### src/rtl/multicycle_control_fsm.sv
`default_nettype none
// ============================================================================
//  Module      : multicycle_control_fsm
//  Description : Multicycle main controller. Sequences each instruction from
//                FETCH through writeback and drives the write requests
//                (PCS/RegW/MemW/NoWrite/FlagW) into the conditional logic,
//                plus datapath mux selects, IR/PC enables and ALUControl.
//  Revision    : 1.0 - initial release
// ============================================================================
module multicycle_control_fsm #(
    parameter int STATE_W    = 4,
    parameter int ALU_CTRL_W = 2
) (
    input  logic                  Clk,
    input  logic                  Reset,
    input  logic [1:0]            Op,
    input  logic [5:0]            Funct,
    input  logic [3:0]            Rd,
    output logic                  PCS,
    output logic                  RegW,
    output logic                  MemW,
    output logic                  NoWrite,
    output logic [1:0]            FlagW,
    output logic                  IRWrite,
    output logic                  NextPC,
    output logic                  AdrSrc,
    output logic [1:0]            ResultSrc,
    output logic                  ALUSrcA,
    output logic [1:0]            ALUSrcB,
    output logic [ALU_CTRL_W-1:0] ALUControl,
    output logic [1:0]            ImmSrc,
    output logic [1:0]            RegSrc,
    output logic [STATE_W-1:0]    State
);

    // State encoding; codes above c_BRANCH are illegal and recover to FETCH
    localparam logic [STATE_W-1:0] c_FETCH    = STATE_W'(0);
    localparam logic [STATE_W-1:0] c_DECODE   = STATE_W'(1);
    localparam logic [STATE_W-1:0] c_MEMADR   = STATE_W'(2);
    localparam logic [STATE_W-1:0] c_MEMREAD  = STATE_W'(3);
    localparam logic [STATE_W-1:0] c_MEMWB    = STATE_W'(4);
    localparam logic [STATE_W-1:0] c_MEMWRITE = STATE_W'(5);
    localparam logic [STATE_W-1:0] c_EXECUTER = STATE_W'(6);
    localparam logic [STATE_W-1:0] c_EXECUTEI = STATE_W'(7);
    localparam logic [STATE_W-1:0] c_ALUWB    = STATE_W'(8);
    localparam logic [STATE_W-1:0] c_BRANCH   = STATE_W'(9);

    localparam logic [ALU_CTRL_W-1:0] c_ALU_ADD = ALU_CTRL_W'(0);
    localparam logic [ALU_CTRL_W-1:0] c_ALU_SUB = ALU_CTRL_W'(1);
    localparam logic [ALU_CTRL_W-1:0] c_ALU_AND = ALU_CTRL_W'(2);
    localparam logic [ALU_CTRL_W-1:0] c_ALU_ORR = ALU_CTRL_W'(3);

    localparam logic [3:0] c_CMD_AND = 4'b0000;
    localparam logic [3:0] c_CMD_SUB = 4'b0010;
    localparam logic [3:0] c_CMD_ADD = 4'b0100;
    localparam logic [3:0] c_CMD_CMP = 4'b1010;
    localparam logic [3:0] c_CMD_ORR = 4'b1100;

    logic [STATE_W-1:0]    r_state;
    logic [STATE_W-1:0]    w_next_state;
    logic                  w_pcs;
    logic                  w_regw;
    logic                  w_memw;
    logic                  w_irwrite;
    logic                  w_nextpc;
    logic [1:0]            w_flagw;
    logic [ALU_CTRL_W-1:0] w_dec_alu;
    logic                  w_dec_known;
    logic                  w_dec_cv;
    logic                  w_dec_nowrite;
    logic                  w_rd_pc;

    assign w_rd_pc = (Rd == 4'hF);

    // State register; reset returns to FETCH on the edge
    always_ff @(posedge Clk) begin
        if (Reset) begin
            r_state <= c_FETCH;
        end else begin
            r_state <= w_next_state;
        end
    end

    // Data-processing command decode; unsupported commands compute ADD but never write
    always_comb begin
        w_dec_alu     = c_ALU_ADD;
        w_dec_known   = 1'b0;
        w_dec_cv      = 1'b0;
        w_dec_nowrite = 1'b1;
        case (Funct[4:1])
            c_CMD_ADD: begin
                w_dec_alu = c_ALU_ADD; w_dec_known = 1'b1; w_dec_cv = 1'b1; w_dec_nowrite = 1'b0;
            end
            c_CMD_SUB: begin
                w_dec_alu = c_ALU_SUB; w_dec_known = 1'b1; w_dec_cv = 1'b1; w_dec_nowrite = 1'b0;
            end
            c_CMD_AND: begin
                w_dec_alu = c_ALU_AND; w_dec_known = 1'b1; w_dec_nowrite = 1'b0;
            end
            c_CMD_ORR: begin
                w_dec_alu = c_ALU_ORR; w_dec_known = 1'b1; w_dec_nowrite = 1'b0;
            end
            c_CMD_CMP: begin
                w_dec_alu = c_ALU_SUB; w_dec_known = 1'b1; w_dec_cv = 1'b1; w_dec_nowrite = 1'b1;
            end
            default: begin
                w_dec_alu = c_ALU_ADD;
            end
        endcase
    end

    // Next-state and per-state Moore outputs
    always_comb begin
        w_next_state = c_FETCH;
        w_pcs        = 1'b0;
        w_regw       = 1'b0;
        w_memw       = 1'b0;
        w_irwrite    = 1'b0;
        w_nextpc     = 1'b0;
        w_flagw      = 2'b00;
        AdrSrc       = 1'b0;
        ResultSrc    = 2'b00;
        ALUSrcA      = 1'b0;
        ALUSrcB      = 2'b00;
        ALUControl   = c_ALU_ADD;
        case (r_state)
            c_FETCH: begin
                w_next_state = c_DECODE;
                w_irwrite    = 1'b1;
                w_nextpc     = 1'b1;
                ALUSrcA      = 1'b1;
                ALUSrcB      = 2'b10;
                ResultSrc    = 2'b10;
            end
            c_DECODE: begin
                // PC+8 is presented as R15 while registers are read
                ALUSrcA   = 1'b1;
                ALUSrcB   = 2'b10;
                ResultSrc = 2'b10;
                case (Op)
                    2'b00:   w_next_state = Funct[5] ? c_EXECUTEI : c_EXECUTER;
                    2'b01:   w_next_state = c_MEMADR;
                    2'b10:   w_next_state = c_BRANCH;
                    default: w_next_state = c_FETCH;
                endcase
            end
            c_MEMADR: begin
                w_next_state = Funct[0] ? c_MEMREAD : c_MEMWRITE;
                ALUSrcB      = 2'b01;
            end
            c_MEMREAD: begin
                w_next_state = c_MEMWB;
                AdrSrc       = 1'b1;
            end
            c_MEMWB: begin
                ResultSrc = 2'b01;
                w_regw    = 1'b1;
                w_pcs     = w_rd_pc;
            end
            c_MEMWRITE: begin
                AdrSrc = 1'b1;
                w_memw = 1'b1;
            end
            c_EXECUTER, c_EXECUTEI: begin
                w_next_state = c_ALUWB;
                ALUSrcB      = (r_state == c_EXECUTEI) ? 2'b01 : 2'b00;
                ALUControl   = w_dec_alu;
                w_flagw      = w_dec_known ? {Funct[0], Funct[0] & w_dec_cv} : 2'b00;
            end
            c_ALUWB: begin
                w_regw = 1'b1;
                w_pcs  = w_rd_pc;
            end
            c_BRANCH: begin
                ALUSrcB   = 2'b01;
                ResultSrc = 2'b10;
                w_pcs     = 1'b1;
            end
            default: begin
                w_next_state = c_FETCH;
            end
        endcase
    end

    // Reset suppresses every architectural write so an abandoned instruction leaves no trace
    assign PCS     = w_pcs     & ~Reset;
    assign RegW    = w_regw    & ~Reset;
    assign MemW    = w_memw    & ~Reset;
    assign IRWrite = w_irwrite & ~Reset;
    assign NextPC  = w_nextpc  & ~Reset;
    assign FlagW   = w_flagw   & {2{~Reset}};
    assign NoWrite = w_dec_nowrite;
    assign ImmSrc  = Op;
    assign RegSrc  = {(Op == 2'b01), (Op == 2'b10)};
    assign State   = r_state;

endmodule
`default_nettype wire

### config.mk
export PLATFORM = sky130hd
export DESIGN_NAME = multicycle_control_fsm
export DESIGN_NICKNAME = d
export VERILOG_FILES = /design/src/rtl/multicycle_control_fsm.sv
export SDC_FILE = /design/constraint.sdc
export NUM_CORES = 1
export LEC_CHECK = 0
export BUFFER_PORTS_ARGS = -buffer_cell sky130_fd_sc_hd__buf_4
export CORE_AREA = 2 2 39 41
export DETAILED_ROUTE_END_ITERATION = 10
export DIE_AREA = 0 0 41 43
export PLACE_DENSITY = 0.7
export SLEW_MARGIN = 5
export SYNTH_ARGS = -nofsm -noshare
export SYNTH_HDL_FRONTEND = slang
export SYNTH_SLANG_ARGS = --single-unit
### constraint.sdc
create_clock -name Clk -period 1.8 [get_ports Clk]
set_input_delay 0.18 -clock Clk [delete_from_list [all_inputs] [get_ports Clk]]
set_output_delay 0.18 -clock Clk [all_outputs]
set_load 0.01 [all_outputs]
==> results.cfg, run 1 <==
[outcome]
status = complete, no violations

[sta]
slew_violations = 0
rsz0062_at_grt = no
finalSetupViolCount = 0
fin_setup_tns_ps = 0
fmax_mhz = 572.4
relSlewSlack_pct = 74.97
post-route-period-util_pct = 97.05
worst_hold_slack_ps = 162.8
clock_skew_ps = 1.688
min_period_ps = 1747
hold_viol = 0
worstMarginPinSlew_ps = 374.9

[cts]
cts_repair_resize_count = 0
tritoncts = yes
clock_sinks = 4
clock_latency_ps = 230
cts_made_buffers = 3
cts_root_buf = clkbuf_4
htreeDepth = 1
postCtsSetupBuffers = 0
cts.clk_slew.worst_paths_ps = 40
postCtsHoldBufs = 0
clock_path_buffers = 2

[final_layout]
fill_cells = 135
final_cell_mix = buf_4 (40), nor3_1 (5), a21oi_1 (5)
final_common_cell = buf_4
antennaDiodeCount = 0
drive_gt1_share_pct = 47.37
seq_area_um2 = 80.08
fin_nets = 111
largest_reg_flops = 4
multi_input_area_um2 = 291.5
syn_to_final_growth_pct = 68.22

[worst_setup_path]
crit_path_end_kind = output pin
crit_type = flop to output pin
crit_chain = nand4bb_1, or3_1, a211oi_2, buf_4
worstPathArrival_ps = 1570
slowest_stage = or3_1
crit_family = simple AND/OR/NAND/NOR gates
cp_max_fo = 6
cp.required_ps = 1620
cp_num_buf_inv = 1
max_stage_delay_ps = 380
start_kind = flop

[grt]
grt_start_max_net_pins = 16
overflow = 0
antenna_found_initial = 0
grt_usage_pct = 16.43
grt_pass1_vias = 535
grt_first_pass_wirelength_um = 2014

[power_and_ir_drop]
p_clk_share_pct = 29.1
seq_power_share_pct = 28.6
p_per_area_nw_per_um2 = 508.7
peakVddDrop_mv = 0.2459
p_comb_share_pct = 42.3
p_sw_share_pct = 31.25
leakage_nw = 0.3245
p_sw_mw = 0.1148
intPower_mw = 0.2525

[drt]
routed_wirelength_um = 1326
drc = 0
drt_iter0_markers = 2
wl_per_cell_um = 11.95
wl_met2_um = 719
dr.pass1.iters = 2
vias = 554
top_layer_used = met3
dr_wl_met3_um = 97
wl_met1_um = 509
drtAntennaViolNets = 0
avgViaCountPerCell = 4.991

[floorplanning]
die_w_um = 41
fp.coreArea_um2 = 1384
initial_core_util_pct = 31.01
rows = 14
die_area_um2 = 1763
die_y_um = 43
num_io_pins = 38

[synthesis]
synth_area_um2 = 429.2
syn_nets = 74
syn_avg_cell_area_um2 = 7.153
synthTopCellsByArea = dfxtp_1 (19%), buf_4 (7.0%), a21oi_1 (5.8%)
synth_top_cell_by_area = dfxtp_1
syn_inst = 60
synth_top_area_share_pct = 18.66
ys_ff_latch = 4
synth-warning-count = 0
yosysUniqueCellTypes = 25
ys_seq_area_share_pct = 18.66

[run]
maxCapViolations = 0

[placement]
io_buffers = 37
gp_congestion = 0.7160
dp_hpwl_um = 1031

[worst_hold_path]
hold_class = input port to flop
## worst reg2reg max path, cell delays in order, from the launching register on
cell and delay [ps]:
dfxtp_1 530, inv_2 110, or3_1 380, a21oi_1 120
## through the flow
step           instances  setup WS [ps]  instance area [um^2]  utilization (%)  total power, mW
4_1_cts              111          51.98                 721.9            52.17           0.3722
6_report             111          53.04                 721.9            52.17           0.3673
3_5_place_dp         108          308.2                 699.4            50.54           0.2627
2_1_floorplan         60          255.4                 429.2                -           0.1872
5_1_grt              111       0.007550                 721.9            52.17           0.3857
3_3_place_gp         108          354.6                 699.4            50.54           0.2599
## cell type report
cell class	instances	area share, %
Tap cell	16	2.773
Clock buffer	3	3.120
Sequential cell	4	11.09
Multi-Input combinational cell	46	40.38
Timing Repair Buffer	40	41.59
Inverter	2	1.040
## power by group through the flow
stage	clock [mW]	sequential (mW)	combinational [mW]
6_report	0.107	0.105	0.155
3_5_place_dp	0	0.107	0.156
5_1_grt	0.111	0.106	0.168
2_1_floorplan	0	0.103	0.0842
4_1_cts	0.110	0.105	0.157
3_3_place_gp	0	0.106	0.154
## synthesized netlist by cell type (all sizes together)
cell	instances
nor4	2
a31oi	1
a21oi	5
a211o	1
o21ai	4
nand2	2
nand4bb	1
dfxtp	4
nor4b	1
or3	4
nor3	5
a22oi	1
nor3b	3
a41oi	1
xnor2	2
nand2b	4
buf	8
nor2	2
nand3b	1
nor2b	4
inv	2
a211oi	2
## path summary, 6_finish.rpt
kind | startpoint | endpoint | slack [ps] | cells past startpoint
worst min-delay path | Reset | State[3] | 160 | 2
worst min register to register | State[0] | State[0] | 610 | 1
worst max-delay path | State[3] | FlagW[1] | 50 | 4
worst max register to register | State[0] | State[2] | 600 | 3
## layer usage
layer	GRT usage (%)	vias up
met1	16.61	250
met5	0	-
met4	10.00	0
met2	28.44	19
li1	-	285
met3	3.141	0
## kinds of logic (layout without fill, tap and decap cells)
kind of cell | count (synthesis) | after routing | synth area share (%)
AND/OR/NAND/NOR | 29 | 29 | 41.40
AO/OA/AOI/OAI | 15 | 15 | 22.45
buffers and inverters | 10 | 45 | 13.41
flip-flops | 4 | 4 | 18.66
XOR/XNOR | 2 | 2 | 4.082
(Power assumes the default switching activity.)
==> run 2: changes to the inputs <==
Settings changed: ABC_AREA set to 1, PLACE_DENSITY 0.7 to 0.76.
==> results.cfg, run 2 <==
[outcome]
status = complete, no violations

[synthesis]
synth_edf_count = 0
synth_area_um2 = 499.2
ys_seq_area_share_pct = 16.04
syn_nets = 103
syn_inst = 89
synthFlopType = dfxtp_1
synthTopCellsByArea = dfxtp_1 (16%), nand3_1 (13%), nand2_1 (13%)
synth_top_cell_by_area = dfxtp_1
ys_ff_latch = 4
synthTopCellsByCount = nand2_1 (17), inv_1 (13), nand3_1 (13), nor2_1 (13)
synth_most_common_cell = nand2_1
synth_top_area_share_pct = 16.04
syn_avg_cell_area_um2 = 5.609
synth-warning-count = 0
ys_async_sr_fraction_pct = 0
yosysUniqueCellTypes = 19

[worst_setup_path]
cp_num_buf_inv = 3
max_stage_delay_ps = 550
worstPathArrival_ps = 1430
slowest_stage = dfxtp_1
reg2reg_from = State[1]
crit_type = flop to output pin
path_common_cell = inv_2
cp_max_fo = 10
startpoint = State[1]
start_kind = flop
crit_chain = inv_2, nor2_2, inv_2, a21oi_1, buf_4
crit_family = flip-flops
crit_path_end_kind = output pin
cp.required_ps = 1620

[placement]
gp_congestion = 0.7817
postPlaceCellArea_um2 = 750.7
dp_hpwl_um = 1149
dp_slack_ps = 484.5
io_buffers = 37

[grt]
grt_pass1_vias = 548
grt_first_pass_wirelength_um = 2180
overflow = 0
antenna_found_initial = 0
grt_start_max_net_pins = 11
grt_usage_pct = 17.95

[drt]
avgViaCountPerCell = 4.719
vias = 656
routed_wirelength_um = 1389
wl_per_cell_um = 9.993
drc = 0
dr.pass1.iters = 4
drt_iter0_markers = 21
drtAntennaViolNets = 0

[cts]
postCtsSetupBuffers = 0
clock_latency_ps = 240
cts_root_buf = clkbuf_4
cts_made_buffers = 3
clock_path_buffers = 2
cts_repair_resize_count = 0
cts.clk_slew.worst_paths_ps = 40
tritoncts = yes
clock_sinks = 4
htreeDepth = 1
postCtsHoldBufs = 0

[final_layout]
final_util_pct = 55.88
antennaDiodeCount = 0
final_area_um2 = 773.2
largest_reg_flops = 4
fin_nets = 139
fill_cells = 135
drive_gt1_share_pct = 42.28
syn_to_final_growth_pct = 54.89
final_cell_mix = buf_4 (37), nand2_1 (17), inv_1 (13), nor2_1 (13), nand3_1 (13)
final_common_cell = buf_4

[sta]
rsz0062_at_grt = no
hold_viol = 0
finalSetupViolCount = 0
min_period_ps = 1608
relSlewSlack_pct = 73.62
clock_skew_ps = 7.146
worst_hold_slack_ps = 165.1
slew_violations = 0
worstMarginPinSlew_ps = 395.1
fin_setup_tns_ps = 0
post-route-period-util_pct = 89.33
fmax_mhz = 621.9
setup_ws_ps = 192.1

[power_and_ir_drop]
p_per_area_nw_per_um2 = 516.2
leakage_nw = 0.4305
peakVddDrop_mv = 0.2575

[floorplanning]
num_io_pins = 38
die_area_um2 = 1763
die_w_um = 41
die_y_um = 43
rows = 14
initial_core_util_pct = 36.08
fp.coreArea_um2 = 1384

[worst_hold_path]
hold_class = input port to flop
hp-start = Reset

[run]
maxCapViolations = 0
## run 2: cell count changes after synthesis, moves of 3 or more
cell      previous run  this run
nand2_1              2        17
nand3_1              0        13
inv_1                1        13
nor2_1               2        13
nand2b_1             4         0
nor2b_1              4         0
or3_1                4         0
buf_2                4         1
nand4_1              0         3
nor2_4               0         3
nor3_1               5         2
nor3b_1              3         0
## run 2: final cells by class
class,count,area (um^2),area share (%)
Timing Repair Buffer,37,277.8,35.92
Multi-Input combinational cell,62,306.5,39.64
Clock buffer,3,22.52,2.913
Sequential cell,4,80.08,10.36
Inverter,17,66.31,8.576
Tap cell,16,20.02,2.589
## run 2: kinds of logic after synthesis
| kind of cell | share of synthesized area, % |
|---|---|
| simple gates | 51.88 |
| flops | 16.04 |
| buf+inv | 22.56 |
| compound gates | 9.523 |
## run 2: through the flow
stage | instances | total power [mW]
final | 139 | 0.3992
after global routing | 139 | 0.4275
after global placement | 136 | 0.2821
after CTS | 139 | 0.4045
after floorplan | 89 | 0.2123
after detailed placement | 136 | 0.2847
## run 2: per-layer routing
layer / track usage [%] / part of all wire, %
met1: 22.44 / 39
met2: 27.50 / 47
met3: 3.141 / 13
met4: 10.00 / 0
met5: 0 / 0
## run 2: final timing paths
path / end / slack, ps / cells after the start
max: ALUControl[0] / 190 / 5
min: State[0] / 170 / 2
max reg2reg: State[3] / 690 / 4
min reg2reg: State[0] / 650 / 3
## run 2: where the power goes
group,switching (mW),internal [mW]
Combinational,0.0931,0.0833
Clock,0.0408,0.0749
Sequential,0.0119,0.0953
==> run 3: changes to the inputs <==
--- a/config.mk
+++ b/config.mk
@@ -9,6 +9,8 @@
 export BUFFER_PORTS_ARGS = -buffer_cell sky130_fd_sc_hd__buf_4
-export CORE_AREA = 2 2 39 41
+export CELL_PAD_IN_SITES_DETAIL_PLACEMENT = 0
+export CELL_PAD_IN_SITES_GLOBAL_PLACEMENT = 1
+export CORE_MARGIN = 2
+export CORE_UTILIZATION = 25
 export DETAILED_ROUTE_END_ITERATION = 10
-export DIE_AREA = 0 0 41 43
-export PLACE_DENSITY = 0.76
+export PLACE_DENSITY = 0.83
 export SLEW_MARGIN = 5
==> constraint.sdc (replaced) <==
create_clock -name Clk -period 1.8 [get_ports Clk]
set_input_delay 0.36 -clock Clk [delete_from_list [all_inputs] [get_ports Clk]]
set_output_delay 0.36 -clock Clk [all_outputs]
set_load 0.01 [all_outputs]
==> results.cfg, run 3 (synthesis gave the netlist of run 2 again) <==
[sta]
worstMarginPinSlew_ps = 249.1
rsz0062_at_grt = no
slew_violations = 0
worst_hold_slack_ps = 347.6
finalSetupViolCount = 0
clock_skew_ps = 0.2706
hold_viol = 0
fin_setup_tns_ps = 0
post-route-period-util_pct = 94.97
relSlewSlack_pct = 83.37
fmax_mhz = 585.0
min_period_ps = 1709

[worst_setup_path]
crit_chain = inv_1, nand2_1, nor2_2, nand3_1, nor2_1, buf_4
slowest_stage = dfxtp_1
crit_type = flop to output pin
max_stage_delay_ps = 370
cp_max_fo = 6
worstPathArrival_ps = 1350
crit_path_end_kind = output pin
crit_family = simple AND/OR/NAND/NOR gates
start_kind = flop
cp_num_buf_inv = 2
cp.required_ps = 1440

[power_and_ir_drop]
p_per_area_nw_per_um2 = 497.6
peakVddDrop_mv = 0.2077
leakage_nw = 0.4363

[drt]
drtAntennaViolNets = 0
vias = 637
drt_iter0_markers = 3
wl_per_cell_um = 9.199
dr.pass1.iters = 4
routed_wirelength_um = 1389
avgViaCountPerCell = 4.219
drc = 0

[final_layout]
syn_to_final_growth_pct = 59.40
antennaDiodeCount = 0
final_common_cell = buf_4
final_util_pct = 41.41
final_cell_mix = buf_4 (38), nand2_1 (17), inv_1 (13), nor2_1 (13), nand3_1 (13)
largest_reg_flops = 4
fin_nets = 140
drive_gt1_share_pct = 43.55

[cts]
clock_latency_ps = 230
cts_root_buf = clkbuf_4
tritoncts = yes
cts.clk_slew.worst_paths_ps = 40
postCtsSetupBuffers = 0
htreeDepth = 1
cts_made_buffers = 3
clock_path_buffers = 2
clock_sinks = 4

[grt]
grt_pass1_vias = 544
grt_start_max_net_pins = 9
antenna_found_initial = 0
overflow = 0
grt_usage_pct = 12.05
grt_first_pass_wirelength_um = 2249

[floorplanning]
die_y_um = 48.69
rows = 16
initial_core_util_pct = 25.98
die_w_um = 48.69
num_io_pins = 38
die_area_um2 = 2370
fp.coreArea_um2 = 1922

[outcome]
status = complete, no violations

[placement]
gp_congestion = 0.7537
dp_hpwl_um = 1212
io_buffers = 37

[worst_hold_path]
hold_class = input port to flop

[run]
maxCapViolations = 0
-- run 3: changes by cell type in the layout (fill, tap and decap cells not counted), sizes merged --
cell / delta
buf: +1
-- run 3: worst register-to-register path: cells and delay by family (launching register included) --
kind,cells,cell delay (ps)
and+or+nand+nor,3,400
DFF,1,370
AOI/OAI and AO/OA,1,110
buffers and inverters,1,80
-- run 3: through the flow --
stage	setup slack (ps)	std cells	power (mW)	instance area, um^2
after floorplan	277.3	89	0.2123	499.2
after global placement	337.3	148	0.2858	772.0
after detailed placement	284.9	148	0.2879	772.0
after CTS	76.52	151	0.4047	794.5
after global routing	0.8995	151	0.4297	795.8
final	90.51	151	0.3960	795.8
-- run 3: per-layer routing --
| layer | global-route usage, % | routed length, um |
|---|---|---|
| met5 | 0 | 0 |
| met4 | 5.714 | 6 |
| met3 | 3.704 | 114 |
| met2 | 20.09 | 684 |
| met1 | 13.96 | 584 |
-- run 3: area by class of cell --
class                           instances  area (um^2)
Clock buffer                            3        22.52
Inverter                               17        66.31
Multi-Input combinational cell         62        306.5
Sequential cell                         4        81.33
Fill cell                             225         1126
Timing Repair Buffer                   38        285.3
Tap cell                               27        33.78
-- run 3: path summary, 6_finish.rpt --
check                           cells past startpoint  endpoint  slack (ps)      from
worst min-delay path                                2  State[0]         350     Reset
worst min register to register                      2  State[1]         590  State[1]
worst max-delay path                                6  FlagW[1]          90  State[3]
worst max register to register                      5  State[3]         770  State[3]
-- run 3: what timing repair did --
| action | CTS | global route |
|---|---|---|
| hold buffers | 0 | 0 |
| gates resized for setup | 0 | 1 |
| endpoints found under the setup margin | 0 | 1 |
-- run 3: power by group --
group	internal [mW]	switching, mW
Clock	0.0746	0.0372
Combinational	0.0852	0.0939
Sequential	0.0957	0.00945
Total	0.255	0.141
